==> config.mk <==
export PLATFORM = sky130hd
export DESIGN_NAME = updown_tick_counter_flat
export DESIGN_NICKNAME = d
export VERILOG_FILES = /design/src/rtl/updown_tick_counter_if.sv /design/src/rtl/updown_tick_counter.sv /design/src/flat_wrapper.sv
export SDC_FILE = /design/constraint.sdc
export NUM_CORES = 1
export LEC_CHECK = 0
export CAP_MARGIN = 30
export CELL_PAD_IN_SITES_DETAIL_PLACEMENT = 0
export CELL_PAD_IN_SITES_GLOBAL_PLACEMENT = 1
export CORE_AREA = 2 2 76 78
export CTS_CLUSTER_DIAMETER = 30
export DETAILED_ROUTE_END_ITERATION = 16
export DIE_AREA = 0 0 78 80
export MAX_ROUTING_LAYER = met4
export PLACE_DENSITY_LB_ADDON = 0.1
export SYNTH_ARGS = -nofsm -noshare
export SYNTH_HDL_FRONTEND = slang
export SYNTH_SLANG_ARGS = --single-unit
==> constraint.sdc <==
create_clock -name clk -period 6 [get_ports clk]
set_clock_uncertainty 0.05 [all_clocks]
set_input_delay 1.2 -clock clk [delete_from_list [all_inputs] [get_ports clk]]
set_output_delay 1.2 -clock clk [all_outputs]
set_load 0.01 [all_outputs]
==> src/rtl/updown_tick_counter_if.sv <==
// rtl/updown_tick_counter_if.sv - control and status bundle for the up/down tick counter
interface updown_tick_counter_if #(
  parameter int WIDTH = 4
);
  logic             enable;
  logic             clear;
  logic             mode;
  logic             wrap_en;
  logic             load;
  logic [WIDTH-1:0] load_value;
  logic [WIDTH-1:0] count_reg;
  logic             o_tick;
  logic             o_carry;
  logic             o_at_limit;

  modport master (
    output enable, clear, mode, wrap_en, load, load_value,
    input  count_reg, o_tick, o_carry, o_at_limit
  );

  modport slave (
    input  enable, clear, mode, wrap_en, load, load_value,
    output count_reg, o_tick, o_carry, o_at_limit
  );
endinterface

==> src/rtl/updown_tick_counter.sv <==
// rtl/updown_tick_counter.sv - prescaled up/down counter with wrap/hold, load and clear
module updown_tick_counter #(
  parameter int TICK_CYCLE = 10_000,
  parameter int MODULUS    = 10_000,
  parameter int WIDTH      = $clog2(MODULUS)
) (
  input  logic                  clk,
  input  logic                  rst,
  updown_tick_counter_if.slave  bus
);
  localparam int PW = (TICK_CYCLE > 2) ? $clog2(TICK_CYCLE) : 1;

  localparam logic [PW-1:0]    PRE_LAST = PW'(TICK_CYCLE - 1);
  localparam logic [WIDTH-1:0] LAST     = WIDTH'(MODULUS - 1);
  localparam logic [WIDTH:0]   MOD_W    = (WIDTH + 1)'(MODULUS);

  logic [PW-1:0]    pre_cnt;
  logic [WIDTH-1:0] count;
  logic             tick_q;
  logic             carry_q;

  always_ff @(posedge clk or posedge rst) begin
    if (rst) begin
      pre_cnt <= '0;
      count   <= '0;
      tick_q  <= 1'b0;
      carry_q <= 1'b0;
    end else if (bus.clear) begin
      pre_cnt <= '0;
      count   <= '0;
      tick_q  <= 1'b0;
      carry_q <= 1'b0;
    end else begin
      tick_q  <= 1'b0;
      carry_q <= 1'b0;
      if (bus.enable) begin
        if (pre_cnt == PRE_LAST) begin
          pre_cnt <= '0;
          tick_q  <= 1'b1;
        end else begin
          pre_cnt <= pre_cnt + PW'(1);
        end
      end
      // A load swallows a coinciding step; the prescaler keeps its cadence.
      if (bus.load) begin
        count <= ({1'b0, bus.load_value} >= MOD_W) ? LAST : bus.load_value;
      end else if (tick_q) begin
        if (!bus.mode) begin
          if (count == LAST) begin
            if (bus.wrap_en) begin
              count   <= '0;
              carry_q <= 1'b1;
            end
          end else begin
            count <= count + WIDTH'(1);
          end
        end else begin
          if (count == '0) begin
            if (bus.wrap_en) begin
              count   <= LAST;
              carry_q <= 1'b1;
            end
          end else begin
            count <= count - WIDTH'(1);
          end
        end
      end
    end
  end

  assign bus.count_reg  = count;
  assign bus.o_tick     = tick_q;
  assign bus.o_carry    = carry_q;
  assign bus.o_at_limit = bus.mode ? (count == '0) : (count == LAST);
endmodule

==> src/flat_wrapper.sv <==
// flat-port wrapper written by rule: the top's interface ports become plain ports
module updown_tick_counter_flat 
#(
  parameter int TICK_CYCLE = 10_000,
  parameter int MODULUS    = 10_000,
  parameter int WIDTH      = $clog2(MODULUS)
)
  (clk, rst, bus_enable, bus_clear, bus_mode, bus_wrap_en, bus_load, bus_load_value, bus_count_reg, bus_o_tick, bus_o_carry, bus_o_at_limit);
  updown_tick_counter_if #(.WIDTH(WIDTH)) bus_i ();
  input  logic clk;
  input  logic rst;
  input wire logic [$bits(bus_i.enable)-1:0] bus_enable;
  input wire logic [$bits(bus_i.clear)-1:0] bus_clear;
  input wire logic [$bits(bus_i.mode)-1:0] bus_mode;
  input wire logic [$bits(bus_i.wrap_en)-1:0] bus_wrap_en;
  input wire logic [$bits(bus_i.load)-1:0] bus_load;
  input wire logic [$bits(bus_i.load_value)-1:0] bus_load_value;
  output wire logic [$bits(bus_i.count_reg)-1:0] bus_count_reg;
  output wire logic [$bits(bus_i.o_tick)-1:0] bus_o_tick;
  output wire logic [$bits(bus_i.o_carry)-1:0] bus_o_carry;
  output wire logic [$bits(bus_i.o_at_limit)-1:0] bus_o_at_limit;
  assign bus_i.enable = bus_enable;
  assign bus_i.clear = bus_clear;
  assign bus_i.mode = bus_mode;
  assign bus_i.wrap_en = bus_wrap_en;
  assign bus_i.load = bus_load;
  assign bus_i.load_value = bus_load_value;
  assign bus_count_reg = bus_i.count_reg;
  assign bus_o_tick = bus_i.o_tick;
  assign bus_o_carry = bus_i.o_carry;
  assign bus_o_at_limit = bus_i.o_at_limit;
  updown_tick_counter #(.TICK_CYCLE(TICK_CYCLE), .MODULUS(MODULUS), .WIDTH(WIDTH)) u_core (.clk(clk), .rst(rst), .bus(bus_i));
endmodule
==> impl_metrics.csv <==
group,metric,value,unit
route,routed-via-count,2245,
cells_and_area,fin_util,50.7,%
worst_setup_path,crit_type,"in -> out",
synthesis,post-synth-top-count-cell,"nor2_1",
power_and_ir_drop,power_leakage,1.05,nW
power_and_ir_drop,clkPwrFrac,29.9,%
worst_setup_path,critPathArrivalTime,3.41,ns
placed_design,place_hpwl,4.68,mm
clocking,ctsHtreeMaxLevel,2,
synthesis,synth-edff-count,0,
synthesis,synthCells,279,
floorplanning,rows,27,
power_and_ir_drop,finalPower,0.567,mW
synthesis,synth_flop_cell,"dfrtp_1",
timing,hold_viol_final,0,
worst_hold_path,min_path_type,"reg -> reg",
route,routed_via_density,5.86,
placed_design,gp_congestion,0.894,
global_route,grt_pass1_wl,11.0,mm
clocking,cts-hold-fix-buffers,0,
cells_and_area,final_cell_area,0.00274,mm^2
timing,setup_slack,1.34,ns
timing,finalSetupTns,0,ns
synthesis,ys_types,54,
synthesis,syn_area,0.00226,mm^2
cells_and_area,drive_gt1_share,7.40,%
global_route,antenna_found_initial,0,
clocking,cts.path.max_buffers,2,
floorplanning,core,0.00541,mm^2
global_route,gr-total-overflow,0,
timing,slew_headroom,39.2,%
timing,period_needed,4.66,ns
synthesis,synth_top_area_share,33.2,%
placed_design,post_dp_cell_area,0.00265,mm^2
power_and_ir_drop,cellInternalPower,0.376,mW
placed_design,pre_cts_slack,1.36,ns
synthesis,yosysWarnings,0,
worst_setup_path,crit_path_end_kind,"output port",
clocking,cts.clk_slew.worst_paths,0.06,ns
power_and_ir_drop,vdd_drop_max,0.126,mV
worst_hold_path,hold_start,"u_core.pre_cnt[10]$_DFFE_PP0P_",
route,drc,0,
clocking,cts.sinks,30,
synthesis,synth_nets,303,
floorplanning,dieArea,0.00624,mm^2
clocking,post_cts_resized,0,
timing,maxSlewViolCount,0,
global_route,first_global_vias,2142,
run,cap_violations,0,
route,wl_per_cell,17.1,um
placed_design,io_buffers,37,
timing,setup_viol,0,
cells_and_area,num_antenna_cells,0,
timing,worst_pin_slew,0.904,ns
timing,holdWs,0.487,ns
floorplanning,io_pins,38,
power_and_ir_drop,combPwrFrac,27.0,%
floorplanning,dieHeight,80,um
route,drt-initial-drc-count,148,
global_route,grt.total_usage,23.6,%
clocking,cts_buffers,5,
worst_setup_path,crit_fanout,16,
clocking,cts_setup_buffers,0,
timing,rsz0062_at_grt,"no",
outcome,outcome,"finished, final reports clean",
synthesis,ys_ff_latch,30,
worst_setup_path,crit_required,4.75,ns
synthesis,ys_top_cells_by_area,"dfrtp_1 (33%), nor2_1 (5.6%), nand3_1 (4.9%)",
cells_and_area,area_growth,21.2,%
synthesis,postSynth.asyncResetShare,100,%
cells_and_area,fin_nets,334,
power_and_ir_drop,sequentialPowerShare,43.1,%
clocking,cts-root-buf,"clkbuf_8",
timing,fin_crit_sh,77.7,%
worst_setup_path,crit_start,"bus_mode",
synthesis,synth_top_cell_by_area,"dfrtp_1",
synthesis,ys_top_cells_by_count,"nor2_1 (34), dfrtp_1 (30), nand2_1 (22), nand3_1 (22), o21ai_0 (21)",
worst_setup_path,start_kind,"input pin",
global_route,grt_max_degree,31,
timing,fmax,0.215,GHz
floorplanning,die_width,78,um
worst_setup_path,rr_startpoint,"u_core.bus.count_reg[4]$_DFFE_PP0P_",
power_and_ir_drop,switchingPower,0.191,mW
route,wl,6.55,mm
placed_design,dp_cells,375,
clocking,cts_tree,"done",
power_and_ir_drop,power_density,207,mW/mm^2
route,dr.pass1.iters,4,
synthesis,syn_area_per_cell,8.11,um^2
cells_and_area,stdcell_count,383,
route,antenna_left,0,
clocking,clk_latency,0.28,ns
synthesis,ys_seq_area_share,33.2,%
power_and_ir_drop,switching_share,33.7,%
floorplanning,initial_core_util,41.9,%
## power by group through the flow
stage / Combinational (mW) / Clock, mW / Sequential [mW]
after floorplan: 0.104 / 0 / 0.236
after global placement: 0.153 / 0 / 0.247
after detailed placement: 0.152 / 0 / 0.247
after CTS: 0.153 / 0.178 / 0.243
after global routing: 0.170 / 0.193 / 0.247
final: 0.153 / 0.170 / 0.244
## cell families (layout without fill, tap and decap cells)
kind of cell	count (synthesis)	after routing	share of synthesized area [%]
compound gates	75	75	23.1
xor+xnor	15	15	5.81
fa+ha+maj	3	3	1.66
buf+inv	28	60	5.81
flops	30	30	33.2
mux	1	1	0.442
simple gates	127	127	30.0
## routing by layer
| metal | wire length (um) | global-route usage [%] | up-vias |
|---|---|---|---|
| li1 | - | - | 1088 |
| met1 | 2850 | 30.7 | 1054 |
| met2 | 3180 | 37.7 | 88 |
| met3 | 360 | 3.85 | 15 |
| met4 | 150 | 7.89 | 0 |
| met5 | 0 | - | - |
## final timing paths
check                                                      end  slack [ns]  cells after the start
max in group asynchronous  u_core.bus.count_reg[8]$_DFFE_PP0P_        4.36                      3
hold reg to reg                 u_core.pre_cnt[10]$_DFFE_PP0P_        0.49                      2
setup / recovery                                bus_o_at_limit        1.34                      6
hold / removal                  u_core.pre_cnt[10]$_DFFE_PP0P_        0.49                      2
min in group asynchronous       u_core.pre_cnt[13]$_DFFE_PP0P_        1.25                      3
setup reg to reg           u_core.bus.count_reg[8]$_DFFE_PP0P_        3.13                      5
## cell type report
type | instances | area (um^2)
fillers | 541 | 2660
multi-input cells | 221 | 1380
flip-flops and latches | 30 | 751
repair buffers | 38 | 378
well taps | 72 | 90.1
clock buffers | 7 | 86.3
inverters | 14 | 52.6
clock inverters | 1 | 5.00
## critical path: stages
cell and delay (ns):
clkdlybuf4s50_1 0.71, nand4b_1 0.44, nor4_4 0.22, a21oi_2 0.11, inv_1 0.16, clkdlybuf4s50_1 0.56
## cells in the final DEF (no fill, tap or decap), types with 4 or more instances in the layout
cell / n
nor3_1: 8
xor2_1: 8
o21ai_0: 21
clkbuf_8: 6
a21oi_1: 12
dfrtp_1: 30
nand4_1: 9
xnor2_1: 7
o22ai_1: 4
nor2_1: 34
a31oi_1: 5
clkdlybuf4s50_1: 37
nor4_1: 7
nand2_1: 22
inv_1: 14
o31ai_1: 7
nand3_1: 22
No activity file was read; power rests on OpenSTA's default activity.
